$ cat src/rtl/cpu_types_pkg.sv
// Shared CPU-side types: RAM word/state encodings plus the RAM arbiter FSM state.
package cpu_types_pkg;
  typedef logic [31:0] word_t;
  typedef enum logic [1:0] {FREE, BUSY, ACCESS, ERROR} ramstate_t;
  typedef enum logic {IDLE, GRANT} arb_state_t;
endpackage

$ cat src/rtl/rr_picker.sv
// First-active search starting at ptr and wrapping mod N; N need not be a power of 2.
module rr_picker #(
  parameter  int N  = 4,
  localparam int IW = $clog2(N)
) (
  input  logic [N-1:0]  active,
  input  logic [IW-1:0] ptr,
  output logic          found,
  output logic [IW-1:0] idx
);
  int j;

  always_comb begin
    found = 1'b0;
    idx   = '0;
    j     = 0;
    for (int k = 0; k < N; k++) begin
      j = int'(ptr) + k;
      if (j >= N) j = j - N;
      if (!found && active[IW'(j)]) begin
        found = 1'b1;
        idx   = IW'(j);
      end
    end
  end
endmodule

$ cat src/rtl/ram_arbiter.sv
// Round-robin owner of the single RAM port; serialises word accesses with bounded burst locking.
module ram_arbiter
  import cpu_types_pkg::*;
#(
  parameter  int NREQ     = 4,
  parameter  int LOCK_MAX = 2,
  localparam int IW       = $clog2(NREQ)
) (
  input  logic                    CLK,
  input  logic                    nRST,
  input  logic [NREQ-1:0]         req_ren,
  input  logic [NREQ-1:0]         req_wen,
  input  logic [NREQ-1:0]         req_lock,
  input  word_t [NREQ-1:0]        req_addr,
  input  word_t [NREQ-1:0]        req_store,
  output logic [NREQ-1:0]         req_wait,
  output word_t [NREQ-1:0]        req_load,
  output logic                    ramREN,
  output logic                    ramWEN,
  output word_t                   ramaddr,
  output word_t                   ramstore,
  input  word_t                   ramload,
  input  ramstate_t               ramstate,
  output logic                    grant_valid,
  output logic [IW-1:0]           grant_id,
  output logic                    err
);
  localparam int LW = $clog2(LOCK_MAX + 1);

  arb_state_t    state, nxt_state;
  logic [IW-1:0] owner, nxt_owner, rr_ptr, nxt_ptr, owner_inc, pick_idx;
  logic [LW-1:0] lock_cnt, nxt_lock;
  logic          pick_found, owner_act;

  rr_picker #(.N(NREQ)) u_pick (
    .active (req_ren | req_wen),
    .ptr    (rr_ptr),
    .found  (pick_found),
    .idx    (pick_idx)
  );

  assign owner_act = req_ren[owner] | req_wen[owner];
  assign owner_inc = (int'(owner) == NREQ - 1) ? '0 : owner + IW'(1);

  always_ff @(posedge CLK or negedge nRST) begin
    if (!nRST) begin
      state    <= IDLE;
      owner    <= '0;
      rr_ptr   <= '0;
      lock_cnt <= '0;
    end else begin
      state    <= nxt_state;
      owner    <= nxt_owner;
      rr_ptr   <= nxt_ptr;
      lock_cnt <= nxt_lock;
    end
  end

  always_comb begin
    nxt_state = state;
    nxt_owner = owner;
    nxt_ptr   = rr_ptr;
    nxt_lock  = lock_cnt;
    case (state)
      IDLE: if (pick_found) begin
        nxt_state = GRANT;
        nxt_owner = pick_idx;
        nxt_lock  = '0;
      end
      GRANT: begin
        // Withdrawal and ERROR both release without completing; the requester retries later.
        if (!owner_act || ramstate == ERROR) begin
          nxt_state = IDLE;
          nxt_ptr   = owner_inc;
        end else if (ramstate == ACCESS) begin
          if (req_lock[owner] && (int'(lock_cnt) + 1 < LOCK_MAX))
            nxt_lock = lock_cnt + LW'(1);
          else begin
            nxt_state = IDLE;
            nxt_ptr   = owner_inc;
          end
        end
      end
      default: nxt_state = IDLE;
    endcase
  end

  always_comb begin
    ramREN   = 1'b0;
    ramWEN   = 1'b0;
    ramaddr  = '0;
    ramstore = '0;
    err      = 1'b0;
    if (state == GRANT) begin
      ramaddr = req_addr[owner];
      if (req_wen[owner]) begin
        ramWEN   = 1'b1;
        ramstore = req_store[owner];
      end else
        ramREN = req_ren[owner];
      err = owner_act && (ramstate == ERROR);
    end
  end

  assign grant_valid = (state == GRANT);
  assign grant_id    = owner;

  for (genvar i = 0; i < NREQ; i++) begin : g_lane
    logic done;
    assign done        = (state == GRANT) && (owner == IW'(i)) && owner_act && (ramstate == ACCESS);
    assign req_wait[i] = ~done;
    assign req_load[i] = done ? ramload : '0;
  end
endmodule

$ cat config.mk
export PLATFORM = sky130hd
export DESIGN_NAME = ram_arbiter
export DESIGN_NICKNAME = d
export VERILOG_FILES = /design/src/rtl/cpu_types_pkg.sv /design/src/rtl/rr_picker.sv /design/src/rtl/ram_arbiter.sv
export SDC_FILE = /design/constraint.sdc
export NUM_CORES = 1
export LEC_CHECK = 0
export ABC_AREA = 1
export BUFFER_PORTS_ARGS = -buffer_cell sky130_fd_sc_hd__buf_2
export CORE_AREA = 2 2 198 200
export CTS_CLUSTER_DIAMETER = 40
export CTS_CLUSTER_SIZE = 24
export DETAILED_ROUTE_END_ITERATION = 16
export DIE_AREA = 0 0 200 202
export GPL_TIMING_DRIVEN = 0
export SLEW_MARGIN = 20
export SYNTH_ARGS = -nofsm -noshare
export SYNTH_HDL_FRONTEND = slang
export SYNTH_HIERARCHICAL = 1
export SYNTH_SLANG_ARGS = --single-unit
$ cat constraint.sdc
create_clock -name CLK -period 1.72 [get_ports CLK]
set_clock_uncertainty 0.2 [all_clocks]
set_input_delay 0 -clock CLK [delete_from_list [all_inputs] [get_ports CLK]]
set_output_delay 0 -clock CLK [all_outputs]
set_load 0.005 [all_outputs]
Word-level counts from Yosys, hierarchy flattened
Cells that the tools add are included.
{"block": "op_classes", "n_lt_le_gt_ge": 10, "n_mux": 60, "reduce_logical": 27, "eq_ne": 11, "add_sub_neg": 10, "bitwise": 7}
{"op": "$mux W32", "n": 9}
{"op": "$bmux W32 S2", "n": 2}
{"op": "$mux W2", "n": 16}
{"op": "$mux W1", "n": 24}
{"op": "$logic_and A1 B1 Y1", "n": 17}
{"op": "$lt A2 B4 Y1 const B", "n": 4}
{"op": "$bmux W1 S2", "n": 7}
{"op": "$ge A3 B3 Y1 const B", "n": 3}
{"op": "$eq A2 B2 Y1 const B", "n": 4}
{"op": "$sub A2 B1 Y2 const B", "n": 4}
{"op": "$add A2 B1 Y3 const B", "n": 2}
{"op": "$add A2 B2 Y3 const B", "n": 2}
{"op": "$ne A2 B2 Y1 const B", "n": 3}
{"op": "$not A1 Y1", "n": 5}
{"op": "$add A2 B1 Y2 const B", "n": 2}
{"op": "$eq A2 B1 Y1 const B", "n": 2}
{"op": "$logic_not A1 Y1", "n": 4}
{"op": "$ne A2 B1 Y1 const B", "n": 2}
{"op": "$or A4 B4 Y4", "n": 1}
{"op": "$pmux W2 S2", "n": 1}
{"op": "$reduce_and A4 Y1", "n": 1}
{"op": "$ge A2 B3 Y1 const B", "n": 1}
{"op": "$lt A2 B3 Y1 const B", "n": 1}
{"op": "$lt A3 B2 Y1 const B", "n": 1}
{"op": "other kinds (7)", "n": 7}
{"block": "word_totals", "regBits": 7, "output_inout_bits": 202}

Depth between registers and ports, before layout
Gate-level depths: netlist (run 1).
{"block": "depth", "word_depth": 17, "mapped_depth": 13}

Cells and area by module
Netlist (run 1), hierarchy kept.
{"mod": "ram_arbiter", "area_per_inst_um2": 3479.6, "n_inst": 1, "cells_each": 759, "seq_area_each_um2": 175.2}
{"mod": "rr_picker", "area_per_inst_um2": 319.1, "n_inst": 1, "cells_each": 59, "seq_area_each_um2": 0.0}

Worst setup path before layout (run 1)
OpenSTA, ideal clock, no wires.
{"block": "synth_timing", "path_kind": "register to output", "start": "register owner[0], in the netlist grant_id[0]", "end": "output port req_load[22] (netlist name)", "stages_incl_launch_ff": 9, "path_buffers": 4, "t_arrival_ns": 1.617, "path_slack_ns": -0.097, "path_cell_list": "dfrtp_1 buf_6 inv_6 buf_2 clkbuf_1 ha_1 nand2_4 buf_6 nor2_1"}
{"item": "start: declaration", "line_no": "ram_arbiter.sv:31", "rtl": "logic [IW-1:0] owner, nxt_owner, rr_ptr, nxt_ptr, owner_inc, pick_idx;"}
{"item": "start signal: assignment", "line_no": "ram_arbiter.sv:53", "rtl": "owner <= nxt_owner;"}
{"item": "end: declaration", "line_no": "ram_arbiter.sv:17", "rtl": "output word_t [NREQ-1:0] req_load,"}

==> results.yml, run 1 <==
critical_path:
  critPathKind: "flop to primary output"
  endpoint_kind: "primary output"
  cpLargestDelayFamily: "buffers and inverters"
  critical_path_required_ps: 1520
  cell_type_with_the_highest_occurrence_count_on_the_critical_path: "nand2_4"
  worst-endpoint-arrival_ps: 2090
  r2r.worst_path.cells: 12
  worstPathBufferInverterCount: 5
  timing.critical_path.slowest_stage_cell: "dfrtp_2"
  worstPathCellList: "buf_12 -> inv_12 -> nand2_4 -> nand3_4 -> nand2_4 -> nand2_4 -> nand2_4 -> nor2_8 -> buf_12 -> nand2_8 -> buf_6 -> nor2_1 -> buf_2"
  worst_path_largest_cell_delay_ps: 450
  worstSetupPathDepth: 13
  critical_path.startpoint_type: "flop"
  path_max_fanout: 10
final_layout:
  mostFrequentLayoutCells: "buf_2, nor2_1, nor2_4, nor2_2, o21ai_1"
  finalInstanceArea_um2: 9646
  final.fill_count: 4286
  seq_area_um2: 180.2
  fin_nets: 1688
  leading_cell_type_in_the_layout_fill_and_taps_excluded: "buf_2"
  final_cell_count_no_fill: 1901
  multi_input_gate_area_in_the_final_layout_um2: 4349
  syn2layout_area_growth_pct: 153.9
  layout-drive-gt1-share_pct: 64.22
worst_hold_path:
  timing.hold.worst_path_depth: 6
  hp-class: "input pin to flop"
clocking:
  cts_inserted_buffers: 3
  cts.sinks: 7
  ctsLongestPathBuffers: 2
  h_tree_depth: 1
  root_buffer_master: "clkbuf_16"
  clk_transition_reported_paths_ps: 30
  clk-insertion-delay-late_ps: 230
  cts_tree: "built"
outcome:
  violations: "negative setup slack"
  outcome: "finished, violations left"
timing:
  crit_share_post_route_pct: 133.2
  holdWs_ps: 27.51
  hold_viol: 0
  finalWorstPathRequiredPeriod_ps: 2292
  max-slew-margin-rel_pct: 62.74
  maxClockFrequency_mhz: 436.3
  timing.final.max_slew_violations: 0
  timing.final.ws_setup_ps: -571.7
  finalSetupViolations: 205
  rsz_0062_raised_after_global_routing: "yes"
  worst-slew-pin-transition_ps: 558.8
global_routing:
  grt_remaining_overflow: 0
  grt_pass1_wl_mm: 45.91
  maximum_number_of_pins_on_one_net_before_global_route_repair: 12
  antenna_found_initial: 13
  grt_util_all_layers_pct: 15.66
  grt_pass1_vias: 7254
floorplan:
  ios: 506
  floorplan.die.width_um: 200
  die-area_um2: 40400
  floorplan.initialDensity_pct: 9.922
  rows: 72
  vertical_extent_of_the_die_um: 202
  fp.coreArea_um2: 38290
routing:
  postRouteAntennaNets: 0
  remaining_drc_errors: 0
  drt-pass1-iter-count: 5
  drt-vias-per-instance: 4.119
  first_iter_violations: 440
  wl_cell_um: 18.51
  vias: 7830
  detail_route.wirelength_mm: 35.19
synth:
  yosys_register_bits: 7
  synth_seq_area_share_pct: 4.611
  synth.distinct_cells: 25
  synth_top_area_cell: "nor2_1"
  number_of_nets_in_the_synthesized_netlist: 1127
  yosys_warnings: 6
  syn-instance-count: 818
  synth_largest_type_area_fraction_pct: 38.83
  synth.cell_area_um2: 3799
  synth_area_leaders: "nor2_1, o21ai_0, a21oi_1, nand2_1, inv_1"
  synth.avg_cell_area_um2: 4.644
pwr:
  powerDensity_nw_per_um2: 1506
  power_switching_mw: 8.000
  combinationalPowerShare_pct: 94.6
  leakagePower_nw: 4.939
  design_power_total_mw: 14.53
  share_clk_of_total_power_pct: 2.7
  swShare_pct: 55.06
  seq_power_share_pct: 2.7
  intPower_mw: 6.530
  vdd_drop_max_mv: 0.6715
place:
  place.detailed.hpwl_mm: 27.05
  place_ws_ps: -1424
  dpl-instance-area_um2: 6975
  io_buffer_count: 505
  numPlacedInstances: 1841
  finalWeightedCongestion: 0.8566
flow_run:
  drv.max_cap_violation_count: 0
## Yosys cell counts (all sizes together)
cell	count
ha	5
o21ai	130
clkbuf	29
nand3b	1
nand2	75
buf	33
a21oi	68
or2	4
inv	52
clkinv	1
dfrtp	7
nand3	16
nand4	1
nor2	396
## sequential cells by signal, indices dropped and copies added (netlist names)
signal / cells
grant_id: 2
lock_cnt: 2
rr_ptr: 2
grant_valid: 1
## through the flow
stage,utilization [%],setup TNS [ps]
3_5_place_dp,18.22,-140190
5_1_grt,25.19,-103010
3_3_place_gp,18.22,-138670
4_1_cts,22.77,-87730
2_1_floorplan,-,0
6_report,25.19,-88420
## worst min-delay path, stage by stage
cell	delay, ps
buf_2	90
nor2_1	60
nand2_1	70
nand2_2	80
nand3_1	70
nand2_1	50
## final timing paths
path,from,endpoint,slack (ps)
worst min-delay path,ramstate[0],rr_ptr[0],30
worst max-delay path,grant_id[0],req_load[52],-570
max in group asynchronous,nRST,grant_id[0],480
worst min register to register,lock_cnt[0],lock_cnt[0],300
min in group asynchronous,nRST,lock_cnt[1],570
worst max register to register,grant_id[0],rr_ptr[0],-190
## kinds of logic after synthesis
logic type                 synth area share [%]
adders and majority gates                 1.647
DFF                                       4.611
AOI/OAI and AO/OA                         26.09
buffers and inverters                     14.79
and+or+nand+nor                           52.87
## layout make-up
cell class	count	share of cell area (%)
diodes	5	0.1297
plain buffers	60	7.939
clock buffers	4	0.8172
inverters	53	2.348
multi-input cells	696	45.09
flip-flops and latches	7	1.868
well taps	518	6.719
repair buffers	558	35.09
## layer usage
metal | vias to the layer above | wire [um] | global-route usage [%]
li1 | 3720 | - | -
met1 | 3575 | 13470 | 17.80
met2 | 448 | 17980 | 29.56
met3 | 83 | 2021 | 1.635
met4 | 4 | 1689 | 5.979
met5 | - | 27 | 0
## power groups by stage
| stage | Combinational, mW | Sequential, mW | Clock, mW |
|---|---|---|---|
| 3_5_place_dp | 8.73 | 0.365 | 0 |
| 5_1_grt | 14.9 | 0.402 | 0.413 |
| 2_1_floorplan | 4.86 | 0.331 | 0 |
| 4_1_cts | 12.7 | 0.364 | 0.403 |
| 3_3_place_gp | 8.74 | 0.367 | 0 |
| 6_report | 13.7 | 0.389 | 0.398 |
## what timing repair did
item,in CTS,in global routing
endpoints found under the hold margin,7,0
endpoints found under the setup margin,206,206
gates resized for setup,347,268
cloned,14,3
hold buffers,2,0
pin swaps,64,74
buffers inserted,29,7
(Power assumes the default switching activity.)
==> run 2, diff against run 1 <==
--- a/config.mk
+++ b/config.mk
@@ -7,12 +7,13 @@
 export LEC_CHECK = 0
 export ABC_AREA = 1
 export BUFFER_PORTS_ARGS = -buffer_cell sky130_fd_sc_hd__buf_2
-export CORE_AREA = 2 2 198 200
+export CORE_AREA = 2 2 197 199
 export CTS_CLUSTER_DIAMETER = 40
 export CTS_CLUSTER_SIZE = 24
 export DETAILED_ROUTE_END_ITERATION = 16
-export DIE_AREA = 0 0 200 202
+export DIE_AREA = 0 0 199 201
 export GPL_TIMING_DRIVEN = 0
+export PLACE_DENSITY_LB_ADDON = 0.3
 export SLEW_MARGIN = 20
 export SYNTH_ARGS = -nofsm -noshare
 export SYNTH_HDL_FRONTEND = slang
==> constraint.sdc (replaced) <==
create_clock -name CLK -period 2.7 [get_ports CLK]
set_clock_uncertainty 0.2 [all_clocks]
set_input_delay 0 -clock CLK [delete_from_list [all_inputs] [get_ports CLK]]
set_output_delay 0 -clock CLK [all_outputs]
set_load 0.005 [all_outputs]
==> results.yml, run 2 (synthesized netlist as in run 1, its figures left out) <==
outcome:
  outcome: "finished, final reports clean"
timing:
  holdWs_ps: 64.80
  maxClockFrequency_mhz: 390.1
  max-slew-margin-rel_pct: 58.68
  setup_total_negative_slack_ps: 0
  finalSetupViolations: 0
  hold_viol: 0
  timing.final.max_slew_violations: 0
  worst-slew-pin-transition_ps: 613.3
  crit_share_post_route_pct: 94.94
  finalWorstPathRequiredPeriod_ps: 2563
clocking:
  post_cts.repair.setup_buffers: 0
  root_buffer_master: "clkbuf_16"
  cts_tree: "built"
  clk-insertion-delay-late_ps: 230
  ctsLongestPathBuffers: 2
  clk_transition_reported_paths_ps: 40
  cts_inserted_buffers: 3
  h_tree_depth: 1
  cts.sinks: 7
critical_path:
  worst-endpoint-arrival_ps: 2360
  cell_type_with_the_highest_occurrence_count_on_the_critical_path: "nor2_1"
  worstPathCellList: "buf_6 -> clkbuf_2 -> buf_4 -> nor2_1 -> nor2_1 -> o21ai_0 -> a21oi_1 -> buf_2"
  worstPathBufferInverterCount: 4
  timing.critical_path.slowest_stage_cell: "dfrtp_2"
  endpoint_kind: "primary output"
  path_max_fanout: 10
  critical_path.startpoint_type: "flop"
  critical_path_required_ps: 2500
  critPathKind: "flop to primary output"
  cpLargestDelayFamily: "buffers and inverters"
  worst_path_largest_cell_delay_ps: 420
final_layout:
  layout-drive-gt1-share_pct: 43.94
  final_cell_count_no_fill: 1847
  fin_nets: 1639
  syn2layout_area_growth_pct: 87.35
  leading_cell_type_in_the_layout_fill_and_taps_excluded: "buf_2"
  mostFrequentLayoutCells: "buf_2, nor2_1, o21ai_0, a21oi_1, nand2_1"
  diodes_inserted: 0
  finalInstanceArea_um2: 7117
global_routing:
  antenna_found_initial: 2
  grt_pass1_wl_mm: 41.61
  grt_util_all_layers_pct: 13.82
  grt_pass1_vias: 6949
  grt_remaining_overflow: 0
  maximum_number_of_pins_on_one_net_before_global_route_repair: 12
pwr:
  leakagePower_nw: 4.237
  vdd_drop_max_mv: 0.4113
  powerDensity_nw_per_um2: 834.9
place:
  finalWeightedCongestion: 0.8888
  place.detailed.hpwl_mm: 26.07
  io_buffer_count: 505
  numPlacedInstances: 1841
  dpl-instance-area_um2: 6974
floorplan:
  ios: 506
  rows: 72
  floorplan.initialDensity_pct: 9.968
  fp.coreArea_um2: 38110
  vertical_extent_of_the_die_um: 201
  floorplan.die.width_um: 199
  die-area_um2: 40000
routing:
  vias: 7284
  drt-vias-per-instance: 3.944
  route.met2.wl_mm: 15.01
  first_iter_violations: 343
  detail_route.wirelength_mm: 29.75
  postRouteAntennaNets: 0
  wl_cell_um: 16.11
  remaining_drc_errors: 0
  routed.top_layer: "met5"
  drt-met1-wl_mm: 11.70
  met3RoutedLength_mm: 2.106
  drt-pass1-iter-count: 5
worst_hold_path:
  hp-class: "input pin to flop"
flow_run:
  drv.max_cap_violation_count: 0
## run 2: changes by cell type in the layout (fill, tap and decap cells not counted), moves of 33 or more
| cell | change |
|---|---|
| o21ai_1 | -55 |
| nor2_4 | -79 |
| nor2_1 | +150 |
| nor2_2 | -71 |
| o21ai_0 | +79 |
| a21oi_1 | +33 |
## run 2: final timing paths
path,start,end,slack (ps),cells past startpoint
min in group asynchronous,nRST,grant_valid,560,3
min reg2reg,lock_cnt[0],lock_cnt[0],300,2
max in group asynchronous,nRST,grant_id[0],1450,3
min,ramstate[0],rr_ptr[0],60,6
max,grant_id[0],ramaddr[1],140,8
max reg2reg,grant_id[0],rr_ptr[1],590,12
## run 2: final cells by class
class / instances / area, um^2
Buffer: 62 / 384.1
Clock buffer: 4 / 78.83
Fill cell: 4551 / 30990
Inverter: 53 / 203.9
Multi-Input combinational cell: 696 / 3077
Sequential cell: 7 / 177.7
Tap cell: 518 / 648.1
Timing Repair Buffer: 507 / 2547
## run 2: worst register-to-register path: stages, from the launching register on
cell and delay [ps]:
dfrtp_2 450, buf_6 170, inv_6 130, buf_4 280
nand2_1 100, nand3_1 70, nand2_1 110, nand2_1 100
nand2_1 50, nand2_1 130, nand2_1 90, nand2_1 70
nand2_1 50
## run 2: timing repair
action | CTS | global route
endpoints found under the setup margin | 106 | 30
hold endpoints to repair | 7 | 0
hold buffers | 2 | 0
pin swaps | 0 | 1
gates resized for setup | 14 | 9
cloned | 0 | 0
## run 2: layer usage
layer / vias to the layer above / track usage (%)
li1: 3590 / -
met1: 3230 / 15.74
met2: 422 / 26.07
met3: 40 / 1.966
met4: 2 / 4.398
met5: - / 0
## run 2: report_power, final
part	total [mW]	switching [mW]	internal (mW)	leakage (nW)
clock network	0.255	0.0581	0.197	0.0382
registers	0.239	0.0828	0.157	0.0851
logic	5.45	3.53	1.92	4.11
total	5.94	3.67	2.27	4.24
## run 2: stage by stage
| stage | total power, mW | setup WS, ps | util (%) |
|---|---|---|---|
| floorplan | 3.305 | 883.2 | - |
| global placement | 5.665 | -278.3 | 18.30 |
| CTS | 6.002 | 20.63 | 18.64 |
| finish | 5.942 | 136.8 | 18.68 |
| global route | 6.637 | -2.811 | 18.68 |
| detailed placement | 5.671 | -292.6 | 18.30 |
